File: config.mk
export PLATFORM = sky130hd
export DESIGN_NAME = interrupt_sequencer
export DESIGN_NICKNAME = d
export VERILOG_FILES = /design/src/rtl/interrupt_pkg.sv /design/src/rtl/irq_priority_enc.sv /design/src/rtl/interrupt_sequencer.sv
export SDC_FILE = /design/constraint.sdc
export NUM_CORES = 1
export LEC_CHECK = 0
export CORE_MARGIN = 1
export CORE_UTILIZATION = 36
export CTS_BUF_LIST = sky130_fd_sc_hd__clkbuf_2
export CTS_CLUSTER_DIAMETER = 80
export DETAILED_ROUTE_END_ITERATION = 8
export PLACE_DENSITY = 0.82
export SYNTH_ARGS = -nofsm -noshare
export SYNTH_HDL_FRONTEND = slang
export SYNTH_SLANG_ARGS = --single-unit
File: constraint.sdc
create_clock -name clk -period 2.5 [get_ports clk]
set_input_delay 0.25 -clock clk [delete_from_list [all_inputs] [get_ports clk]]
set_output_delay 0.25 -clock clk [all_outputs]
set_load 0.02 [all_outputs]
File: src/rtl/interrupt_pkg.sv
// Shared types and widths for the interrupt sequencer and its priority encoder.
package interrupt_pkg;

  localparam int OPCODE_W  = 5;
  localparam int ADDR_W    = 8;
  localparam int FLAG_W    = 4;
  localparam int CTX_DEPTH = 2;

  localparam logic [OPCODE_W-1:0] RETI_OPCODE = 5'b11101;

  typedef enum logic [1:0] {
    IDLE,
    ENTER,
    ISR,
    RETURN
  } state_t;

endpackage

File: src/rtl/irq_priority_enc.sv
// Fixed-priority encoder: lowest set index of the eligible vector wins.
module irq_priority_enc #(
  parameter int NUM_IRQ = 4,
  parameter int IDX_W   = 2
) (
  input  logic [NUM_IRQ-1:0] eligible,
  output logic               valid,
  output logic [IDX_W-1:0]   winner
);

  always_comb begin
    valid  = |eligible;
    winner = '0;
    // Scan from the top down so the lowest set index is the last one written.
    for (int i = NUM_IRQ - 1; i >= 0; i--) begin
      if (eligible[i]) begin
        winner = IDX_W'(i);
      end
    end
  end

endmodule

File: src/rtl/interrupt_sequencer.sv
// Interrupt entry/return sequencer driving the PC-select path.
// Optional nested preemption with a 2-deep context stack: define NESTED_IRQ_EN.
module interrupt_sequencer
  import interrupt_pkg::*;
#(
  parameter int                  NUM_IRQ    = 4,
  parameter logic [ADDR_W-1:0]   VEC_BASE   = 8'hF0,
  parameter logic [ADDR_W-1:0]   VEC_STRIDE = 8'h04,
  parameter logic [OPCODE_W-1:0] RETI_OP    = RETI_OPCODE
) (
  input  logic               clk,
  input  logic               reset,
  input  logic [NUM_IRQ-1:0] irq_req,
  input  logic [NUM_IRQ-1:0] irq_mask,
  input  logic [23:0]        ins,
  input  logic [ADDR_W-1:0]  current_address,
  input  logic [FLAG_W-1:0]  flag_ex,
  output logic [ADDR_W-1:0]  jmp_loc,
  output logic               pc_mux_sel,
  output logic               flag_restore,
  output logic [FLAG_W-1:0]  flag_restore_val,
  output logic [NUM_IRQ-1:0] irq_ack,
  output logic               in_isr
);

  localparam int IDX_W = (NUM_IRQ > 1) ? $clog2(NUM_IRQ) : 1;

  state_t               state_reg, state_next;
  logic [NUM_IRQ-1:0]   sync1_reg, sync2_reg, prev_reg;
  logic [NUM_IRQ-1:0]   pending_reg, pending_next;
  logic [NUM_IRQ-1:0]   rise, eligible, ack_onehot;
  logic                 win_valid;
  logic [IDX_W-1:0]     win_idx, active_reg;
  logic                 push_en, pop_en, is_reti, preempt, outer_active;
  logic [ADDR_W-1:0]    top_addr, vec_addr;
  logic [FLAG_W-1:0]    top_flags;
  logic                 ins_unused;

  assign ins_unused = ^ins[18:0];
  assign is_reti    = (ins[23:19] == RETI_OP);
  assign rise       = sync2_reg & ~prev_reg;
  assign eligible   = pending_reg & ~irq_mask;
  assign vec_addr   = VEC_BASE + ADDR_W'(active_reg) * VEC_STRIDE;

  irq_priority_enc #(
    .NUM_IRQ(NUM_IRQ),
    .IDX_W  (IDX_W)
  ) u_prio (
    .eligible(eligible),
    .valid   (win_valid),
    .winner  (win_idx)
  );

  // A fresh edge on a line outranks its own acknowledge.
  generate
    for (genvar gi = 0; gi < NUM_IRQ; gi++) begin : g_line
      assign ack_onehot[gi]   = (active_reg == IDX_W'(gi));
      assign pending_next[gi] = rise[gi] | (pending_reg[gi] & ~irq_ack[gi]);
    end
  endgenerate

  always_ff @(posedge clk or negedge reset) begin
    if (!reset) begin
      sync1_reg   <= '0;
      sync2_reg   <= '0;
      prev_reg    <= '0;
      pending_reg <= '0;
    end else begin
      sync1_reg   <= irq_req;
      sync2_reg   <= sync1_reg;
      prev_reg    <= sync2_reg;
      pending_reg <= pending_next;
    end
  end

`ifdef NESTED_IRQ_EN
  logic [ADDR_W-1:0] addr_stk_reg  [CTX_DEPTH];
  logic [FLAG_W-1:0] flags_stk_reg [CTX_DEPTH];
  logic [IDX_W-1:0]  level_stk_reg [CTX_DEPTH];
  logic [1:0]        depth_reg;
  logic              top_sel;

  // Top of stack is entry depth-1; with two entries live it is entry 1.
  assign top_sel      = depth_reg[1];
  assign top_addr     = addr_stk_reg[top_sel];
  assign top_flags    = flags_stk_reg[top_sel];
  assign outer_active = (depth_reg == 2'd2);
  assign preempt      = win_valid && (win_idx < active_reg) && (depth_reg < 2'd2);

  always_ff @(posedge clk or negedge reset) begin
    if (!reset) begin
      for (int i = 0; i < CTX_DEPTH; i++) begin
        addr_stk_reg[i]  <= '0;
        flags_stk_reg[i] <= '0;
        level_stk_reg[i] <= '0;
      end
      depth_reg  <= '0;
      active_reg <= '0;
    end else if (push_en) begin
      addr_stk_reg[depth_reg[0]]  <= current_address;
      flags_stk_reg[depth_reg[0]] <= flag_ex;
      level_stk_reg[depth_reg[0]] <= win_idx;
      active_reg                  <= win_idx;
      depth_reg                   <= depth_reg + 2'd1;
    end else if (pop_en) begin
      depth_reg <= depth_reg - 2'd1;
      if (outer_active) begin
        active_reg <= level_stk_reg[0];
      end
    end
  end
`else
  logic [ADDR_W-1:0] saved_addr_reg;
  logic [FLAG_W-1:0] saved_flags_reg;

  assign top_addr     = saved_addr_reg;
  assign top_flags    = saved_flags_reg;
  assign outer_active = 1'b0;
  assign preempt      = 1'b0;

  always_ff @(posedge clk or negedge reset) begin
    if (!reset) begin
      saved_addr_reg  <= '0;
      saved_flags_reg <= '0;
      active_reg      <= '0;
    end else if (push_en) begin
      saved_addr_reg  <= current_address;
      saved_flags_reg <= flag_ex;
      active_reg      <= win_idx;
    end else if (pop_en) begin
      saved_addr_reg  <= '0;
      saved_flags_reg <= '0;
    end
  end
`endif

  always_ff @(posedge clk or negedge reset) begin
    if (!reset) begin
      state_reg <= IDLE;
    end else begin
      state_reg <= state_next;
    end
  end

  always_comb begin
    state_next       = state_reg;
    pc_mux_sel       = 1'b0;
    jmp_loc          = '0;
    flag_restore     = 1'b0;
    flag_restore_val = '0;
    irq_ack          = '0;
    in_isr           = 1'b0;
    push_en          = 1'b0;
    pop_en           = 1'b0;
    unique case (state_reg)
      IDLE: begin
        if (win_valid) begin
          push_en    = 1'b1;
          state_next = ENTER;
        end
      end
      ENTER: begin
        pc_mux_sel = 1'b1;
        jmp_loc    = vec_addr;
        irq_ack    = ack_onehot;
        in_isr     = 1'b1;
        state_next = ISR;
      end
      ISR: begin
        in_isr = 1'b1;
        // RETI in decode takes priority over a same-cycle preemption.
        if (is_reti) begin
          state_next = RETURN;
        end else if (preempt) begin
          push_en    = 1'b1;
          state_next = ENTER;
        end
      end
      RETURN: begin
        pc_mux_sel       = 1'b1;
        jmp_loc          = top_addr;
        flag_restore     = 1'b1;
        flag_restore_val = top_flags;
        in_isr           = 1'b1;
        pop_en           = 1'b1;
        state_next       = outer_active ? ISR : IDLE;
      end
      default: state_next = IDLE;
    endcase
  end

endmodule

**After elaboration in Yosys (flattened, before gate mapping)**

Index checks and enable logic that the tools add are counted.

- Input port bits: 46
- Flip-flop bits (word level): 32
- ROM bits: 0
- Word-level logic and storage cells: 60
- Output and inout bits: 19
- RAM bits: 0
- Bits in latches: 0
- Memories kept: 0

- Div/mod/pow operators: 0
- $mul: 0
- Reduce and logical (&&, ||, !) cells: 7
- Mux-type cells: 19
- Magnitude comparators: 0
- Add/subtract/negate cells: 1
- Bitwise logic cells: 16
- Equality and inequality tests: 9
- Shifts and indexed selects: 0

Operators by type and width:

| cell | count |
|---|---|
| $mux 4 | 4 |
| $mux 8 | 2 |
| $pmux 8 s2 | 1 |
| $mux 2 | 6 |
| $and 4x4->4 | 2 |
| $eq 2x2->1 const B | 4 |
| $not 4->4 | 2 |
| $pmux 2 s4 | 1 |
| $add 5x5->6 const A | 1 |
| $eq 5x5->1 const B | 1 |
| $mux 1 | 5 |
| $and 1x1->1 | 4 |
| $eq 2x1->1 const B | 2 |
| $logic_not 2->1 | 2 |
| $not 1->1 | 4 |
| $or 1x1->1 | 4 |
| $reduce_or 4->1 | 1 |
| $reduce_or 3->1 | 1 |
| $ne 2x1->1 const B | 1 |
| $ne 2x2->1 const B | 1 |
| $reduce_and 2->1 | 1 |
| $reduce_bool 2->1 | 1 |
| $reduce_or 2->1 | 1 |

**Logic depth before layout (Yosys ltp)**

Gate-level depths: netlist of run 1.

- Depth in word-level cells: 6
- Gate-level depth with buffers: 7
- Depth with buffers taken out: 6

**Cells and area by module**

A second synthesis of run 1 with hierarchy kept.

- Cell total of the unflattened synthesis: 143
- Area total of the unflattened synthesis: 1458.9 um^2

By module, submodules not included:

| module | area each (um^2) | seq. area each (um^2) | cells an instance | instances |
|---|---|---|---|---|
| interrupt_sequencer | 1423.9 | 800.8 | 136 | 1 |
| irq_priority_enc | 35.0 | 0.0 | 7 | 1 |

**Worst setup path after synthesis of run 1**

OpenSTA, ideal clock, no wires.

- Path kind: register to output
- Start point: register state_reg[0]
- End point: output port jmp_loc[2]
- Cell stages (with the launch flop): 5
- Path buffers: 0
- Arrival: 1.555 ns
- Required time: 2.250 ns
- Setup slack: 0.695 ns
- Cells stage by stage: dfrtp_1 > ha_1 > nor2_1 > inv_1 > a32o_1

- Word-level cells in the longest chain between the ends: 2
- Elaborated cells on any way between the ends: 3
- Classes of those cells: eq/ne: 2; mux: 1

RTL lines:

| what | RTL line | text |
|---|---|---|
| start, declared | interrupt_sequencer.sv:28 | `state_t state_reg, state_next;` |
| start signal, assigned | interrupt_sequencer.sv:141 | `state_reg <= state_next;` |
| $eq 2x2->1 or $eq 2x1->1 (tied branches) | interrupt_sequencer.sv:155 | `unique case (state_reg)` |
| $pmux 8 s2 * | interrupt_sequencer.sv:155 |  |
| end, declared | interrupt_sequencer.sv:18 | `output logic [ADDR_W-1:0] jmp_loc,` |

Mark *: on every way between the ends. The rest lies on a longest branch, timed or not.

**Worst setup path after layout of run 1**

- Start point: register state_reg[1]
- End point: output port irq_ack[1]

- Word-level cells in the longest chain between the ends: 2

RTL lines:

| what | RTL line | text |
|---|---|---|
| $eq 2x1->1 | interrupt_sequencer.sv:155 |  |
| $mux 4 | interrupt_sequencer.sv:155 |  |
| end, declared | interrupt_sequencer.sv:22 | `output logic [NUM_IRQ-1:0] irq_ack,` |

No other way between the ends.

==> metrics.md, run 1 <==
| Metric | Value |
|---|---|
| Count of pins over their slew limit | 0 |
| Critical path's slowest cell | clkdlybuf4s50_1 |
| First-pass GRT wire length | 4720 um |
| Clock buffer depth | 2 |
| Simple-gate share of the synthesized area | 0.202 |
| Via count | 1,102 |
| Worst-path cell chain | inv_1 > ha_1 > nor3b_1 > clkdlybuf4s50_1 |
| I/O pin count | 65 |
| Mapped cell area | 0.00146 mm2 |
| CP Capture Type | output pin |
| Nets@finish | 241 |
| Final setup margin | 168 ps |
| Final hold slack | 268 ps |
| Final setup viols | 0 |
| Post-Syn Instances | 137 |
| Tcrit/Tclk final | 0.933 |
| Initial core utilization | 0.388 |
| DRC viols | 0 |
| Outcome | completed |
| Final GP Congestion | 0.765 |
| Post-synthesis adder-cell area fraction | 0.0513 |
| Vias per cell | 4.63 |
| Yosys reg bits | 32 |
| GRT Util Overall | 0.148 |
| Period minus WS final | 2330 ps |
| Max FFs per register | 8 |
| Die Y | 65.8 um |
| Std cell rows | 22 |
| Port Buffers | 45 |
| Crit Path Max Fanout | 4 |
| CP Launch Type | flip-flop |
| CP arrival | 2080 ps |
| Total wire length | 2760 um |
| Ys async rst share | 1.00 |
| Synth area leaders | dfrtp_1, ha_1, nand2b_1 |
| Placed cell area | 0.00197 mm2 |
| Worst Path Required | 2250 ps |
| Maximum VDD drop | 0.378 mV |
| Area Overhead vs Synth | 40.1% |
| Layout cells sized above 1 | 0.126 |
| Unrepaired setup endpoints after global routing | false |
| Core area | 0.00377 mm2 |
| Max-Slew Margin vs Limit | 0.734 |
| Skew-Pair Late Insertion Delay | 350 ps |
| Leakage | 0.920 nW |
| Setup TNS | 0 ps |
| Mux cell area share after synthesis | 0.00769 |
| Die area | 0.00433 mm2 |
| PD cells | 1050 mW/mm2 |
| Hold_buf cts | 0 |
| Max_cap viols | 0 |
| CTS buffer count | 5 |
| Total power | 2.16 mW |
| XOR/XNOR share of the synthesized area | 0 |
| DRT antenna net count | 0 |
| Clock Pin Slew Worst Setup and Hold Paths | 160 ps |
| Final instance area | 0.00205 mm2 |
| First-pass iteration count of the detailed router | 4 |
| Min-Delay Path Class | input port to async pin |
| Most common flop cell mapped by yosys | dfrtp_1 |
| Largest family of logic cells by synthesized area | simple AND/OR/NAND/NOR gates |
| Worst stage delay on the critical path | 650 ps |
| Pin slew with the least headroom to its limit | 400 ps |
| Number of global-route vias before repair | 1,097 |
| Yosys top cell area share | 0.547 |
| Dpl hpwl | 2030 um |
| Routed length per placed instance | 11.6 um |
| Largest area contributor in the netlist | dfrtp_1 |
| CTS Sinks | 32 |
| Initial antenna violation count | 0 |
| Diode count | 0 |
| Fraction of the mapped netlist area in compound gates | 0.141 |
| GRT Residual Overflow | 0 |
| CTS tree | yes |
| DRT iter0 DRCs | 61 |
| Fmax | 0.429 GHz |
| Post-Syn Nets | 189 |
| Sequential area share after synthesis | 0.547 |
| Die X | 65.8 um |
| Syn_area_per_cell | 10.7 um2 |
| Synth unique cells | 25 |
| Synth warn | 0 |
| Setup Skew | 14.1 ps |
| Crit Path Class | flip-flop to output pin |
| H-Tree Depth | 2 |
| Root Driver | clkbuf_2 |
| Worst slack at placement | 412 ps |
| Number of synthesized flops with an enable pin | 0 |
| R2r setup slk | 800 ps |
| Largest net degree at the start of global routing | 33 |
| Final hold violation count | 0 |
==> final timing paths <==
check	start	to	depth (start not counted)
worst max-delay path	state_reg[1]	irq_ack[1]	4
worst min-delay path	reset	saved_addr_reg[7]	2
worst max register to register	state_reg[0]	saved_addr_reg[2]	6
worst min register to register	sync1_reg[1]	sync2_reg[1]	0
max in group asynchronous	reset	saved_addr_reg[0]	2
min in group clk	irq_req[1]	sync1_reg[1]	1
==> routing by layer <==
metal / GRT usage / vias to the layer above / part of all wire / routed length (um)
met5: 0 / - / 0 / 0
li1: - / 552 / - / -
met2: 0.245 / 28 / 0.50 / 1370
met1: 0.173 / 517 / 0.43 / 1190
met3: 0.0448 / 5 / 0.056 / 155
met4: 0.0734 / 0 / 0.015 / 40
==> layout by cell type, fill, tap and decap left out, types with 4 or more instances in the layout <==
cell and count:
nand2_1 15, a21oi_1 7, nor2_1 7, nand2b_1 12, inv_1 12, clkbuf_2 5, and2_1 6, clkdlybuf4s50_1 43
dfrtp_1 32, buf_4 4, o21ai_0 13
==> critical path, delay by kind of cell, from the launching register on <==
kind,cells,cell delay [ps]
buffers and inverters,2,780
flip-flops,1,450
AND/OR/NAND/NOR,1,280
adder cells (fa/ha/maj),1,230
==> synth_stat cells (2+ instances only) <==
library cell / instances
and2_1: 6
nand2b_4: 3
a21oi_1: 7
o21ai_2: 3
nor2b_1: 2
clkbuf_1: 2
o21ai_0: 13
inv_1: 12
o22ai_1: 3
nor3b_1: 2
dfrtp_1: 32
ha_1: 6
nand2_1: 15
nand3_1: 2
buf_6: 2
nand2b_1: 12
nor2_1: 7
==> stage by stage <==
stage / util / std cells
2_1_floorplan: - / 137
3_3_place_gp: 0.522 / 229
3_5_place_dp: 0.522 / 229
4_1_cts: 0.540 / 238
5_1_grt: 0.544 / 238
6_report: 0.544 / 238
==> final cells by class <==
type                       count  area [um2]
clock inverter                 3        37.5
sequential                    32         801
clock buffer                   5        25.0
timing repair buffer          49         482
multi-input combinational     89         601
tap                           48        60.1
fill                         342        1720
inverter                      12        45.0
==> what timing repair did <==
action / 4_1_cts / 5_1_grt
pin swaps: 0 / 0
setup buffers: 1 / 0
endpoints found under the setup margin: 1 / 10
resized for setup: 1 / 5
==> cells by family (layout without fill, tap and decap cells) <==
logic type / after synthesis / in the layout
adders and majority gates: 6 / 6
buffers and inverters: 16 / 69
muxes: 1 / 1
AOI/OAI and AO/OA: 30 / 30
DFF: 32 / 32
and+or+nand+nor: 52 / 52
==> report_power, final <==
group          total (mW)  internal [mW]  switching (mW)
Sequential          0.783          0.667           0.116
Combinational        1.05          0.500           0.554
Clock               0.325          0.163           0.162
Power figures use the tool's default switching activity.
==> run 2: changes to the inputs <==
Settings changed: SKIP_CTS_REPAIR_TIMING from default to 1.
==> run 2 against run 1 <==
  * First-iteration DRC count is 21% higher
  * Cell count stayed put
  * Clock skew is 3.2 ps lower
  * Maximum frequency is 1.3% lower
  * Critical path type unchanged
  * Largest power group unchanged
==> metrics.md, run 2 (synthesis gave the netlist of run 1 again) <==
| Metric | Value |
|---|---|
| Outcome | completed |
| Worst-path cell chain | inv_1 > ha_1 > nand2_1 > nor2_1 > clkdlybuf4s50_1 |
| Final hold violation count | 0 (unchanged) |
| CTS Sinks | 32 (unchanged) |
| Commonest non-fill, non-tap cells in the layout | clkdlybuf4s50_1, dfrtp_1, nand2_1 |
| Vias per cell | 4.61 (-0.45%) |
| Leakage | 0.933 nW (+1.4%) |
| Critical path's slowest cell | clkdlybuf4s50_1 |
| CP Capture Type | output pin |
| Comb pwr share | 0.488 (about the same) |
| Sw Ratio | 0.385 (about the same) |
| Port Buffers | 45 (unchanged) |
| H-Tree Depth | 2 (unchanged) |
| DRT iter0 DRCs | 74 (+21%) |
| Dpl hpwl | 2030 um (unchanged) |
| Count of pins over their slew limit | 0 (unchanged) |
| Final instance area | 0.00205 mm2 (-0.24%) |
| Total wire length | 2790 um (+1.3%) |
| Final GP Congestion | 0.765 (unchanged) |
| Fmax | 0.423 GHz (-1.3%) |
| Worst R2R Start | state_reg[0] |
| Area Overhead vs Synth | 39.7% |
| CTS buffer count | 5 (unchanged) |
| First-pass iteration count of the detailed router | 3 (-1) |
| Root Driver | clkbuf_2 |
| Switching power | 0.832 mW (about the same) |
| Crit path max-delay family | buffers and inverters |
| Worst Path Buf+Inv | 2 (unchanged) |
| CTS tree | yes |
| Max FFs per register | 8 (unchanged) |
| Pint | 1.33 mW (about the same) |
| DRT antenna net count | 0 (unchanged) |
| Diode count | 0 (unchanged) |
| Final-layout fill cell count | 343 (+0.29%) |
| Crit Path Max Fanout | 6 (+2) |
| Maximum VDD drop | 0.376 mV (-0.48%) |
| GRT Residual Overflow | 0 (unchanged) |
| Setup Skew | 10.8 ps (-3.23 ps) |
| Most common cell after layout, fill and taps aside | clkdlybuf4s50_1 |
| Min-Delay Path Class | input port to async pin |
| Clock buffer depth | 2 (unchanged) |
| First-pass GRT wire length | 4710 um (-0.30%) |
| Clock network power share | 0.151 (about the same) |
| CP arrival | 2110 ps (+30 ps) |
| Die area | 0.00433 mm2 (unchanged) |
| Tcrit/Tclk final | 0.945 (+0.0122) |
| I/O pin count | 65 (unchanged) |
| Via count | 1,097 (-0.45%) |
| Std cell rows | 22 (unchanged) |
| Crit Path Class | flip-flop to output pin |
| Period minus WS final | 2360 ps (+30.5 ps) |
| Die Y | 65.8 um (unchanged) |
| Routed length per placed instance | 11.7 um (+1.3%) |
| Final setup viols | 0 (unchanged) |
| Pin slew with the least headroom to its limit | 399 ps (-0.636 ps) |
| Max-Slew Margin vs Limit | 0.734 (about the same) |
| Worst stage delay on the critical path | 620 ps (-30 ps) |
| Core area | 0.00377 mm2 (unchanged) |
| Die X | 65.8 um (unchanged) |
| Initial antenna violation count | 0 (unchanged) |
| CP Launch Type | flip-flop |
| Nets@finish | 241 (unchanged) |
| PD cells | 1060 mW/mm2 (+0.23%) |
| Largest net degree at the start of global routing | 33 (unchanged) |
| Seq pwr share | 0.362 (about the same) |
| Placed cell area | 0.00197 mm2 (unchanged) |
| DRC viols | 0 (unchanged) |
| Critical path origin | state_reg[1] |
| Number of global-route vias before repair | 1,091 (-0.55%) |
| Worst Path Required | 2250 ps (about the same) |
| Total power | 2.16 mW (about the same) |
| Clock Pin Slew Worst Setup and Hold Paths | 160 ps (about the same) |
| Initial core utilization | 0.388 (unchanged) |
| Skew-Pair Late Insertion Delay | 340 ps (about the same) |
| Max_cap viols | 0 (unchanged) |
| GRT Util Overall | 0.148 (-0.000369) |
| Layout cells sized above 1 | 0.116 (-0.0105) |
-- run 2: changes by cell type in the layout (fill, tap and decap cells not counted) --
cell,before,now
ha_1,3,5
ha_2,3,1
dfrtp_1,32,31
dfrtp_2,0,1
dlygate4sd2_1,1,0
dlymetal6s2s_1,1,2
nor3b_1,1,2
nor3b_2,1,0
-- run 2: area by class of cell --
type                            count  area [um2]  area share
Multi-Input combinational cell     89         591       0.289
Clock inverter                      3        37.5      0.0183
Timing Repair Buffer               49         485       0.237
Clock buffer                        5        25.0      0.0122
Inverter                           12        45.0      0.0220
Tap cell                           48        60.1      0.0294
Sequential cell                    32         802       0.392
-- run 2: worst paths after layout --
kind | end | cells after the start | slack, ps
min in group clk | sync1_reg[1] | 1 | 320
max in group asynchronous | state_reg[0] | 2 | 1930
min | saved_addr_reg[7] | 2 | 270
max | irq_ack[2] | 5 | 140
min reg2reg | sync2_reg[1] | 0 | 370
max reg2reg | saved_addr_reg[2] | 6 | 830
-- run 2: layer usage --
| metal | vias to the layer above | part of all wire | wire [um] | GRT usage |
|---|---|---|---|---|
| li1 | 552 | - | - | - |
| met5 | - | 0 | 0 | 0 |
| met1 | 514 | 0.44 | 1230 | 0.173 |
| met4 | 0 | 0.0075 | 21 | 0.0734 |
| met2 | 28 | 0.50 | 1400 | 0.244 |
| met3 | 3 | 0.053 | 148 | 0.0448 |
-- run 2: through the flow --
stage	instances	utilization	setup slack, ps	TNS, ps	hold WS [ps]
3_3_place_gp	229	0.522	442	0	333
5_1_grt	238	0.542	-0.529	-0.529	250
4_1_cts	237	0.538	-29.9	-29.9	251
2_1_floorplan	137	-	695	0	-45.6
6_report	238	0.542	138	0	270
3_5_place_dp	229	0.522	412	0	336
-- run 2: power by group through the flow --
stage / logic (mW) / clock network, mW / registers, mW
4_1_cts: 1.05 / 0.341 / 0.782
6_report: 1.05 / 0.325 / 0.782
3_5_place_dp: 1.04 / 0 / 0.791
5_1_grt: 1.17 / 0.366 / 0.804
2_1_floorplan: 0.694 / 0 / 0.764
3_3_place_gp: 1.01 / 0 / 0.785
-- run 2: worst register-to-register path, delay by kind of cell, from the launching register on --
family	cells	cell delay, ps
DFF	1	480
adders and majority gates	1	230
buffers and inverters	3	520
AOI/OAI and AO/OA	2	320
